### src/rtl/aca_lock_ctrl_if.sv
// Bundle between aca_lock_ctrl and its environment: key loader, two requesters,
// the external locked adder and the response consumer.
interface aca_lock_ctrl_if #(
  parameter int KEY_W  = 32,
  parameter int DATA_W = 16
);
  logic              key_load_i;
  logic              key_bit_i;
  logic              key_valid_o;
  logic              req0_valid_i;
  logic [DATA_W-1:0] req0_a_i;
  logic [DATA_W-1:0] req0_b_i;
  logic              req1_valid_i;
  logic [DATA_W-1:0] req1_a_i;
  logic [DATA_W-1:0] req1_b_i;
  logic              req0_ready_o;
  logic              req1_ready_o;
  logic [DATA_W-1:0] add1_o;
  logic [DATA_W-1:0] add2_o;
  logic [KEY_W-1:0]  key_o;
  logic [DATA_W:0]   result_i;
  logic              resp_valid_o;
  logic              resp_id_o;
  logic [DATA_W:0]   result_o;
  logic              resp_ready_i;
  logic              busy_o;

  modport slave (
    input  key_load_i, key_bit_i,
    input  req0_valid_i, req0_a_i, req0_b_i,
    input  req1_valid_i, req1_a_i, req1_b_i,
    input  result_i, resp_ready_i,
    output key_valid_o, req0_ready_o, req1_ready_o,
    output add1_o, add2_o, key_o,
    output resp_valid_o, resp_id_o, result_o, busy_o
  );

  modport master (
    output key_load_i, key_bit_i,
    output req0_valid_i, req0_a_i, req0_b_i,
    output req1_valid_i, req1_a_i, req1_b_i,
    output result_i, resp_ready_i,
    input  key_valid_o, req0_ready_o, req1_ready_o,
    input  add1_o, add2_o, key_o,
    input  resp_valid_o, resp_id_o, result_o, busy_o
  );
endinterface

### src/rtl/aca_lock_ctrl.sv
// Key loader and two-requester round-robin front end for an external locked adder.
// The key is shifted in serially and exposed atomically; the adder result is sampled after SETTLE cycles.
module aca_lock_ctrl #(
  parameter int KEY_W  = 32,
  parameter int DATA_W = 16,
  parameter int SETTLE = 2
) (
  input  logic           clk_i,
  input  logic           rst_i,
  aca_lock_ctrl_if.slave bus
);
  localparam int             CW       = $clog2(KEY_W);
  localparam logic [CW-1:0]  BIT_LAST = CW'(KEY_W - 1);
  localparam logic [3:0]     SETTLE_L = 4'(SETTLE);

  typedef enum logic [2:0] {S_IDLE, S_LOAD, S_ARB, S_SETTLE, S_RESP} state_t;

  state_t            r_state;
  logic [KEY_W-1:0]  r_shadow;
  logic [KEY_W-1:0]  r_key;
  logic [CW-1:0]     r_bitcnt;
  logic [3:0]        r_settle;
  logic              r_key_valid;
  logic              r_prio;
  logic              r_id;
  logic              r_resp_id;
  logic              r_resp_valid;
  logic [DATA_W-1:0] r_add1;
  logic [DATA_W-1:0] r_add2;
  logic [DATA_W:0]   r_result;

  logic              w_arb;
  logic              w_gnt0;
  logic              w_gnt1;
  logic              w_xfer;
  logic [KEY_W-1:0]  w_shadow_nxt;

  // A key load request in ARB pre-empts any grant in the same cycle.
  always_comb begin
    w_arb        = (r_state == S_ARB) && !bus.key_load_i;
    w_gnt0       = w_arb && bus.req0_valid_i && (!bus.req1_valid_i || !r_prio);
    w_gnt1       = w_arb && bus.req1_valid_i && (!bus.req0_valid_i ||  r_prio);
    w_xfer       = w_gnt0 || w_gnt1;
    w_shadow_nxt = {r_shadow[KEY_W-2:0], bus.key_bit_i};
  end

  always_ff @(posedge clk_i) begin
    if (rst_i) begin
      r_state      <= S_IDLE;
      r_shadow     <= '0;
      r_key        <= '0;
      r_bitcnt     <= '0;
      r_settle     <= '0;
      r_key_valid  <= 1'b0;
      r_prio       <= 1'b0;
      r_id         <= 1'b0;
      r_resp_id    <= 1'b0;
      r_resp_valid <= 1'b0;
      r_add1       <= '0;
      r_add2       <= '0;
      r_result     <= '0;
    end else begin
      case (r_state)
        S_IDLE: begin
          if (bus.key_load_i) begin
            r_state     <= S_LOAD;
            r_bitcnt    <= '0;
            r_key_valid <= 1'b0;
          end
        end
        S_LOAD: begin
          r_shadow <= w_shadow_nxt;
          r_bitcnt <= r_bitcnt + 1'b1;
          if (r_bitcnt == BIT_LAST) begin
            r_key       <= w_shadow_nxt;
            r_key_valid <= 1'b1;
            r_state     <= S_ARB;
          end
        end
        S_ARB: begin
          if (bus.key_load_i) begin
            r_state     <= S_LOAD;
            r_bitcnt    <= '0;
            r_key_valid <= 1'b0;
          end else if (w_xfer) begin
            r_add1   <= w_gnt1 ? bus.req1_a_i : bus.req0_a_i;
            r_add2   <= w_gnt1 ? bus.req1_b_i : bus.req0_b_i;
            r_id     <= w_gnt1;
            r_prio   <= ~w_gnt1;
            r_settle <= SETTLE_L;
            r_state  <= S_SETTLE;
          end
        end
        S_SETTLE: begin
          r_settle <= r_settle - 1'b1;
          if (r_settle == 4'd1) begin
            r_result     <= bus.result_i;
            r_resp_id    <= r_id;
            r_resp_valid <= 1'b1;
            r_state      <= S_RESP;
          end
        end
        S_RESP: begin
          if (bus.resp_ready_i) begin
            r_resp_valid <= 1'b0;
            r_state      <= S_ARB;
          end
        end
        default: r_state <= S_IDLE;
      endcase
    end
  end

  assign bus.req0_ready_o = w_gnt0;
  assign bus.req1_ready_o = w_gnt1;
  assign bus.key_valid_o  = r_key_valid;
  assign bus.key_o        = r_key;
  assign bus.add1_o       = r_add1;
  assign bus.add2_o       = r_add2;
  assign bus.result_o     = r_result;
  assign bus.resp_id_o    = r_resp_id;
  assign bus.resp_valid_o = r_resp_valid;
  assign bus.busy_o       = (r_state != S_IDLE) && (r_state != S_ARB);
endmodule

### src/flat_wrapper.sv
// flat-port wrapper written by rule: the top's interface ports become plain ports
module aca_lock_ctrl_flat 
#(
  parameter int KEY_W  = 32,
  parameter int DATA_W = 16,
  parameter int SETTLE = 2
)
  (clk_i, rst_i, bus_key_load_i, bus_key_bit_i, bus_req0_valid_i, bus_req0_a_i, bus_req0_b_i, bus_req1_valid_i, bus_req1_a_i, bus_req1_b_i, bus_result_i, bus_resp_ready_i, bus_key_valid_o, bus_req0_ready_o, bus_req1_ready_o, bus_add1_o, bus_add2_o, bus_key_o, bus_resp_valid_o, bus_resp_id_o, bus_result_o, bus_busy_o);
  aca_lock_ctrl_if #(.KEY_W(KEY_W), .DATA_W(DATA_W)) bus_i ();
  input  logic clk_i;
  input  logic rst_i;
  input wire logic [$bits(bus_i.key_load_i)-1:0] bus_key_load_i;
  input wire logic [$bits(bus_i.key_bit_i)-1:0] bus_key_bit_i;
  input wire logic [$bits(bus_i.req0_valid_i)-1:0] bus_req0_valid_i;
  input wire logic [$bits(bus_i.req0_a_i)-1:0] bus_req0_a_i;
  input wire logic [$bits(bus_i.req0_b_i)-1:0] bus_req0_b_i;
  input wire logic [$bits(bus_i.req1_valid_i)-1:0] bus_req1_valid_i;
  input wire logic [$bits(bus_i.req1_a_i)-1:0] bus_req1_a_i;
  input wire logic [$bits(bus_i.req1_b_i)-1:0] bus_req1_b_i;
  input wire logic [$bits(bus_i.result_i)-1:0] bus_result_i;
  input wire logic [$bits(bus_i.resp_ready_i)-1:0] bus_resp_ready_i;
  output wire logic [$bits(bus_i.key_valid_o)-1:0] bus_key_valid_o;
  output wire logic [$bits(bus_i.req0_ready_o)-1:0] bus_req0_ready_o;
  output wire logic [$bits(bus_i.req1_ready_o)-1:0] bus_req1_ready_o;
  output wire logic [$bits(bus_i.add1_o)-1:0] bus_add1_o;
  output wire logic [$bits(bus_i.add2_o)-1:0] bus_add2_o;
  output wire logic [$bits(bus_i.key_o)-1:0] bus_key_o;
  output wire logic [$bits(bus_i.resp_valid_o)-1:0] bus_resp_valid_o;
  output wire logic [$bits(bus_i.resp_id_o)-1:0] bus_resp_id_o;
  output wire logic [$bits(bus_i.result_o)-1:0] bus_result_o;
  output wire logic [$bits(bus_i.busy_o)-1:0] bus_busy_o;
  assign bus_i.key_load_i = bus_key_load_i;
  assign bus_i.key_bit_i = bus_key_bit_i;
  assign bus_i.req0_valid_i = bus_req0_valid_i;
  assign bus_i.req0_a_i = bus_req0_a_i;
  assign bus_i.req0_b_i = bus_req0_b_i;
  assign bus_i.req1_valid_i = bus_req1_valid_i;
  assign bus_i.req1_a_i = bus_req1_a_i;
  assign bus_i.req1_b_i = bus_req1_b_i;
  assign bus_i.result_i = bus_result_i;
  assign bus_i.resp_ready_i = bus_resp_ready_i;
  assign bus_key_valid_o = bus_i.key_valid_o;
  assign bus_req0_ready_o = bus_i.req0_ready_o;
  assign bus_req1_ready_o = bus_i.req1_ready_o;
  assign bus_add1_o = bus_i.add1_o;
  assign bus_add2_o = bus_i.add2_o;
  assign bus_key_o = bus_i.key_o;
  assign bus_resp_valid_o = bus_i.resp_valid_o;
  assign bus_resp_id_o = bus_i.resp_id_o;
  assign bus_result_o = bus_i.result_o;
  assign bus_busy_o = bus_i.busy_o;
  aca_lock_ctrl #(.KEY_W(KEY_W), .DATA_W(DATA_W), .SETTLE(SETTLE)) u_core (.clk_i(clk_i), .rst_i(rst_i), .bus(bus_i));
endmodule
### config.mk
export PLATFORM = sky130hd
export DESIGN_NAME = aca_lock_ctrl_flat
export DESIGN_NICKNAME = d
export VERILOG_FILES = /design/src/rtl/aca_lock_ctrl_if.sv /design/src/rtl/aca_lock_ctrl.sv /design/src/flat_wrapper.sv
export SDC_FILE = /design/constraint.sdc
export NUM_CORES = 1
export LEC_CHECK = 0
export CAP_MARGIN = 40
export CORE_MARGIN = 3
export CORE_UTILIZATION = 44
export CTS_CLUSTER_DIAMETER = 60
export CTS_CLUSTER_SIZE = 30
export DETAILED_ROUTE_END_ITERATION = 7
export HOLD_SLACK_MARGIN = 0.08
export PLACE_DENSITY = 0.79
export SLEW_MARGIN = 20
export SYNTH_ARGS = -nofsm -noshare
export SYNTH_HDL_FRONTEND = slang
export SYNTH_SLANG_ARGS = --single-unit
### constraint.sdc
create_clock -name clk_i -period 2.3 [get_ports clk_i]
set_clock_uncertainty 0.05 [all_clocks]
set_input_delay 0.575 -clock clk_i [delete_from_list [all_inputs] [get_ports clk_i]]
set_output_delay 0.575 -clock clk_i [all_outputs]
set_load 0.02 [all_outputs]
==> impl_metrics.csv <==
group,metric,value,unit
flow_run,maxCapViolCount,0,
floorplanning,io_pins,175,
grt,grt_pass1_vias,4617,
cts,cts_max_level,4,
floorplanning,row_count,37,
synth,syn_nets,659,
cts,ctsHoldBuffers,0,
synth,ys_ff_latch,129,
power,switching_share,26.4,%
synth,avgSynthCellArea,8.54,µm²
setup_path,cp-start-kind,"register",
detailed_routing,dr.pass1.iters,8,
timing,finalSetupViolCount,0,
placed_design,hpwl,9140,µm
status,status,"complete, no violations",
timing,slew_viol_final,0,
synth,netlist_area,4840,µm²
timing,post-route-period-util,96.0,%
cts,numClockSinks,129,
power,p_leak,2.59,nW
final_layout,mostFrequentLayoutCells,"nand2_1, clkdlybuf4s50_1, dfxtp_1",
final_layout,area_growth,51.0,%
cts,clockBufferDepth,2,
final_layout,final_nets,830,
detailed_routing,wl_per_cell,15.2,µm
placed_design,io_buffers,174,
cts,clkLatencyLatePin,510,ps
synth,ys_types,39,
detailed_routing,avgViaCountPerCell,5.37,
final_layout,n_antenna_cell,0,
timing,post-route-min-period,2210,ps
detailed_routing,drc,0,
power,max-vdd-ir-drop,0.000633,V
grt,grt_antenna_before_repair,0,
setup_path,path_max_fanout,3,
grt,grt_remaining_overflow,0,
cts,cts_made_buffers,17,
timing,whs,403,ps
final_layout,post-route-util,69.5,%
floorplanning,die-area,12300,µm²
power,power_density,870,nW/µm²
detailed_routing,drtIter0Drc,466,
synth,synth_edf_count,0,
timing,worst_slew_pin_slew,660,ps
detailed_routing,wl,13400,µm
synth,ys_async_sr_fraction,0,%
power,pwr-share-seq,38.1,%
final_layout,drive_above_1_share,8.80,%
synth,synthCells,567,
placed_design,gp_congestion,0.791,
grt,grt_use_total,21.5,%
power,combPwrFrac,18.2,%
hold_path,holdCritPathClass,"register to register",
synth,synth.yosys.seq_area_share,53.4,%
cts,root_buffer,"clkbuf_8",
synth,synth_top_cell_by_area,"dfxtp_1",
setup_path,worstSetupPathType,"register to output port",
power,pwr-share-clk,43.7,%
floorplanning,start_util,46.1,%
detailed_routing,ant_nets,0,
grt,grt_pass1_wl,21900,µm
power,power_switching,1.68,mW
floorplanning,die_x,111,µm
synth,synthFlopType,"dfxtp_1",
setup_path,cp.required,1670,ps
setup_path,worst_setup_path_end_kind,"output port",
floorplanning,coreArea,10500,µm²
timing,relSlewSlack,56.0,%
timing,hold_viol_final,0,
cts,cts_tree,"built",
power,intPower,4.68,mW
cts,clkSlewWorstSetupHoldPaths,60,ps
synth,yosys_warnings,0,
setup_path,critPathArrivalTime,1580,ps
timing,max_freq,0.453,GHz
detailed_routing,num_vias,4762,
timing,grt_setup_unrepaired,"false",
grt,grt_max_degree,55,
floorplanning,dieHeight,111,µm
synth,synth.area.top_cells,"dfxtp_1, nand2_1, a21oi_1",
synth,synth_top_cell_area_share,53.4,%
[logic make-up after synthesis]
logic type	after synthesis	share of synthesized area (%)
compound gates	137	18.1
xor+xnor	2	0.362
mux	2	0.414
flops	129	53.4
buf+inv	50	5.89
fa+ha+maj	4	1.03
simple gates	243	20.8
[synthesized netlist by cell type (2+ instances only)]
library cell	instances
a21oi_1	89
a222oi_1	32
a22oi_1	2
and2_1	3
and3_1	2
buf_2	18
buf_4	7
buf_6	6
clkbuf_1	14
dfxtp_1	129
ha_1	4
inv_1	4
mux2i_1	2
nand2_1	169
nand2b_1	2
nand3_1	2
nand3b_1	3
nor2_1	47
nor3_1	5
nor3b_1	2
o21ai_0	6
xor2_1	2
[final cells by class]
class	instances	area, µm²
Inverter	4	15.0
Clock buffer	19	442
Multi-Input combinational cell	388	1980
Timing Repair Buffer	198	1940
Sequential cell	129	2580
Tap cell	136	170
Fill cell	815	3200
Clock inverter	12	183
[flip-flops by register name (all words and copies together) (netlist names)]
signal / count
u_core.bus.add2_o: 16
u_core.r_shadow: 31
u_core.bus.result_o: 17
u_core.bus.resp_id_o: 1
u_core.r_state: 3
u_core.bus.resp_valid_o: 1
u_core.bus.add1_o: 16
u_core.bus.key_o: 32
u_core.r_settle: 4
u_core.r_prio: 1
u_core.bus.key_valid_o: 1
u_core.r_bitcnt: 5
u_core.r_id: 1
[power groups by stage]
stage | Combinational, mW | Sequential (mW) | Clock (mW)
floorplan | 0.658 | 2.53 | 0
global placement | 1.11 | 2.46 | 0
detailed placement | 1.15 | 2.47 | 0
CTS | 1.16 | 2.42 | 2.83
global route | 1.27 | 2.44 | 2.93
finish | 1.16 | 2.42 | 2.78
[timing repair]
| item | in CTS | in global routing |
|---|---|---|
| cloned | 0 | 0 |
| endpoints found under the hold margin | 0 | 0 |
| buffers inserted | 2 | 0 |
| pin swaps | 3 | 0 |
| endpoints found under the setup margin | 3 | 9 |
| resized for setup | 14 | 2 |
[final timing paths]
check        cells past startpoint                    to  slack (ps)                start
min reg2reg                      2   u_core.bus.key_o[2]         400  u_core.bus.key_o[2]
max reg2reg                      7  u_core.bus.key_o[16]         420    u_core.r_state[0]
max                              4      bus_req0_ready_o          90    u_core.r_state[2]
min                              2   u_core.bus.key_o[2]         400  u_core.bus.key_o[2]
[layer usage]
layer  track usage, %  up-vias  part of all wire (%)
li1                 -     2297                     -
met1             24.8     2220                    40
met2             36.7      220                    50
met3             6.88       25                   8.3
met4             8.46        0                   1.6
met5                0        -                     0
[critical path, stage by stage (launching register included)]
cell and delay [ps]:
dfxtp_1 340, nor4b_4 350, nand3_1 140, inv_1 100
buf_4 140
[metrics by stage]
stage | instances | area [µm²] | power, mW | TNS (ps) | setup slack (ps)
finish | 886 | 7310 | 6.36 | 0 | 92.4
global route | 886 | 7310 | 6.63 | 0 | 23.7
CTS | 886 | 7310 | 6.41 | 0 | 19.5
detailed placement | 853 | 6680 | 3.61 | -1540 | -538
global placement | 852 | 6670 | 3.57 | -1050 | -530
floorplan | 567 | 4840 | 3.19 | 0 | 281
Power figures use the tool's default switching activity.
==> RTL edit: new RTL, same flow settings <==
`DATA_W` is set to 16 in 3 places; all go to 20.
--- a/src/rtl/aca_lock_ctrl_if.sv
+++ b/src/rtl/aca_lock_ctrl_if.sv
@@ -4,3 +4,3 @@
   parameter int KEY_W  = 32,
-  parameter int DATA_W = 16
+  parameter int DATA_W = 20
 );
--- a/src/rtl/aca_lock_ctrl.sv
+++ b/src/rtl/aca_lock_ctrl.sv
@@ -4,3 +4,3 @@
   parameter int KEY_W  = 32,
-  parameter int DATA_W = 16,
+  parameter int DATA_W = 20,
   parameter int SETTLE = 2
--- a/src/flat_wrapper.sv
+++ b/src/flat_wrapper.sv
@@ -4,3 +4,3 @@
   parameter int KEY_W  = 32,
-  parameter int DATA_W = 16,
+  parameter int DATA_W = 20,
   parameter int SETTLE = 2
Interface: changed (8 resized); port bits go from 175 to 207. The function was not compared with the original's and may differ.
==> RTL edit against the original RTL <==
- the flow now finishes with violations (setup timing)
- worst setup slack got worse by 0.22 ns
- largest cell class unchanged
- critical path depth did not move
- final area rose by 17%
- die area rose by 16%
- sequential cell count rose by 12
- area after synthesis rose by 17%
- wire length rose by 29%
Power is not compared: it rests on default switching activity, and its combinational part moved more than twofold at a synthesized area within 25%.
==> RTL edit: results (changes against the original RTL) <==
WORST SETUP PATH
------------------------------------------------------------------------------------------
Largest driver fanout on the critical path ..................................            2   -1
Reg-to-reg critical path endpoint ........................................... u_core.bus.add2_o[9]$_SDFFE_PP0P_
Slowest cell on the critical path ...........................................       or4b_4
Register-to-register setup slack ............................................      0.46 ns   +0.04 ns
Count of cells along the worst register-to-register path ....................            5   -2
Largest stage delay on the critical path ....................................      0.51 ns   +0.16 ns
Timing endpoint of the critical path ........................................ bus_req1_ready_o

YOSYS
------------------------------------------------------------------------------------------
Compound-Gate Fraction of Synth Area ........................................        25.6%   +7.4 points
Number of distinct library cells after synthesis ............................           43   +10%
Share of the synthesized netlist area taken by xor and xnor gates ...........       0.154%   -0.21 points
Portion of the post-synthesis area used by sequential elements ..............        49.7%   -3.7 points
Share of synthesized cell area in full adder, half adder and majority cells .       0.881%   -0.15 points
Top cells by count, synth ................................................... 141 x dfxtp_1, 131 x nand2_1, 96 x a21oi_1

STA
------------------------------------------------------------------------------------------
Max-Slew Margin vs Limit ....................................................        57.2%   +1.2 points
Post-route setup slack ......................................................    -0.130 ns   -0.222 ns
Setup TNS ...................................................................    -0.206 ns   -0.206 ns
Setup violators final .......................................................            2   +2

PLACED DESIGN
------------------------------------------------------------------------------------------
Gpl congestion ..............................................................        0.756   -4.5%
Count of input and output buffers ...........................................          206   +18%
Detailed-placement wirelength estimate ......................................     11900 µm   +30%

DRT
------------------------------------------------------------------------------------------
Violation count after the first detailed-route iteration ....................          438   -6.0%
Routed wire length ..........................................................     17400 µm   +29%
Total via count after detailed routing ......................................         5574   +17%

FINAL LAYOUT
------------------------------------------------------------------------------------------
Final #Nets .................................................................          962   +16%
Number of fill cells ........................................................          998   +22%

GRT
------------------------------------------------------------------------------------------
Wire length of the first global-routing pass ................................     28000 µm   +28%
Pin count of the biggest net entering global routing ........................           91   +65%

RUN STATUS
------------------------------------------------------------------------------------------
Violations in the final reports ............................................. setup timing
Status ...................................................................... complete, but fails checks

RTL edit: changes by cell type after synthesis, moves of 12 or more:
cell | unedited run | this run
a211oi_1 | 0 | 45
clkbuf_1 | 14 | 43
inv_1 | 4 | 48
nand3_1 | 2 | 26
o21ai_0 | 6 | 25
dfxtp_1 | 129 | 141
nor2_1 | 47 | 2
a222oi_1 | 32 | 0
nand2_1 | 169 | 131
a221o_1 | 0 | 40
RTL edit: how the worst min path moves through the flow:
stage,startpoint,endpoint,slack (ns),cells past startpoint
2_1_floorplan,u_core.r_shadow[30]$_SDFFE_PP0P_,u_core.bus.key_o[31]$_SDFFE_PP0P_,0.38,2
3_3_place_gp,u_core.bus.key_o[29]$_SDFFE_PP0P_,u_core.bus.key_o[29]$_SDFFE_PP0P_,0.39,2
3_5_place_dp,u_core.bus.key_o[28]$_SDFFE_PP0P_,u_core.bus.key_o[28]$_SDFFE_PP0P_,0.40,2
4_1_cts,u_core.bus.key_o[28]$_SDFFE_PP0P_,u_core.bus.key_o[28]$_SDFFE_PP0P_,0.40,2
5_1_grt,u_core.bus.key_o[21]$_SDFFE_PP0P_,u_core.bus.key_o[21]$_SDFFE_PP0P_,0.43,2
6_report,u_core.bus.key_o[16]$_SDFFE_PP0P_,u_core.bus.key_o[16]$_SDFFE_PP0P_,0.40,2
RTL edit: what timing repair did:
item | in CTS | in global routing
gates cloned | 0 | 0
gates resized for setup | 17 | 1
buffers inserted | 0 | 0
pin swaps | 2 | 1
endpoints found under the setup margin | 3 | 2
RTL edit: per-stage QoR:
| stage | hold slack [ns] | util, % | setup slack, ns | power (mW) | std cells |
|---|---|---|---|---|---|
| after detailed placement | 0.396 | 64.7 | -0.907 | 2.96 | 999 |
| after global placement | 0.393 | 64.7 | -0.915 | 2.96 | 999 |
| after CTS | 0.404 | 69.7 | -0.168 | 5.78 | 1031 |
| final | 0.403 | 69.7 | -0.130 | 5.75 | 1031 |
| after floorplan | 0.382 | - | 0.00343 | 2.69 | 659 |
| after global routing | 0.425 | 69.7 | -0.172 | 5.93 | 1031 |
RTL edit: cell type report:
class                   count  area [µm²]  area share (%)
well taps                 168         210            2.45
clock inverters            12         161            1.88
repair buffers            233        2320            27.0
clock buffers              20         457            5.32
inverters                  48         180            2.10
flip-flops and latches    141        2820            32.9
multi-input cells         409        2430            28.3
RTL edit: metal layers:
metal  global-route usage (%)  vias up  share of wire (%)
li1                         -     2694                  -
met1                     28.1     2642                 41
met2                     41.9      203                 51
met3                     6.31       35                5.8
met4                     9.74        0                2.1
met5                        0        -                  0
RTL edit: worst min-delay path: stages (launching register included):
cell     delay (ns)
dfxtp_1        0.30
nand2_1        0.05
a21oi_1        0.05
RTL edit: power by group:
part	switching, mW	internal (mW)
logic	0.206	0.238
registers	0.0112	2.46
clock network	1.06	1.77
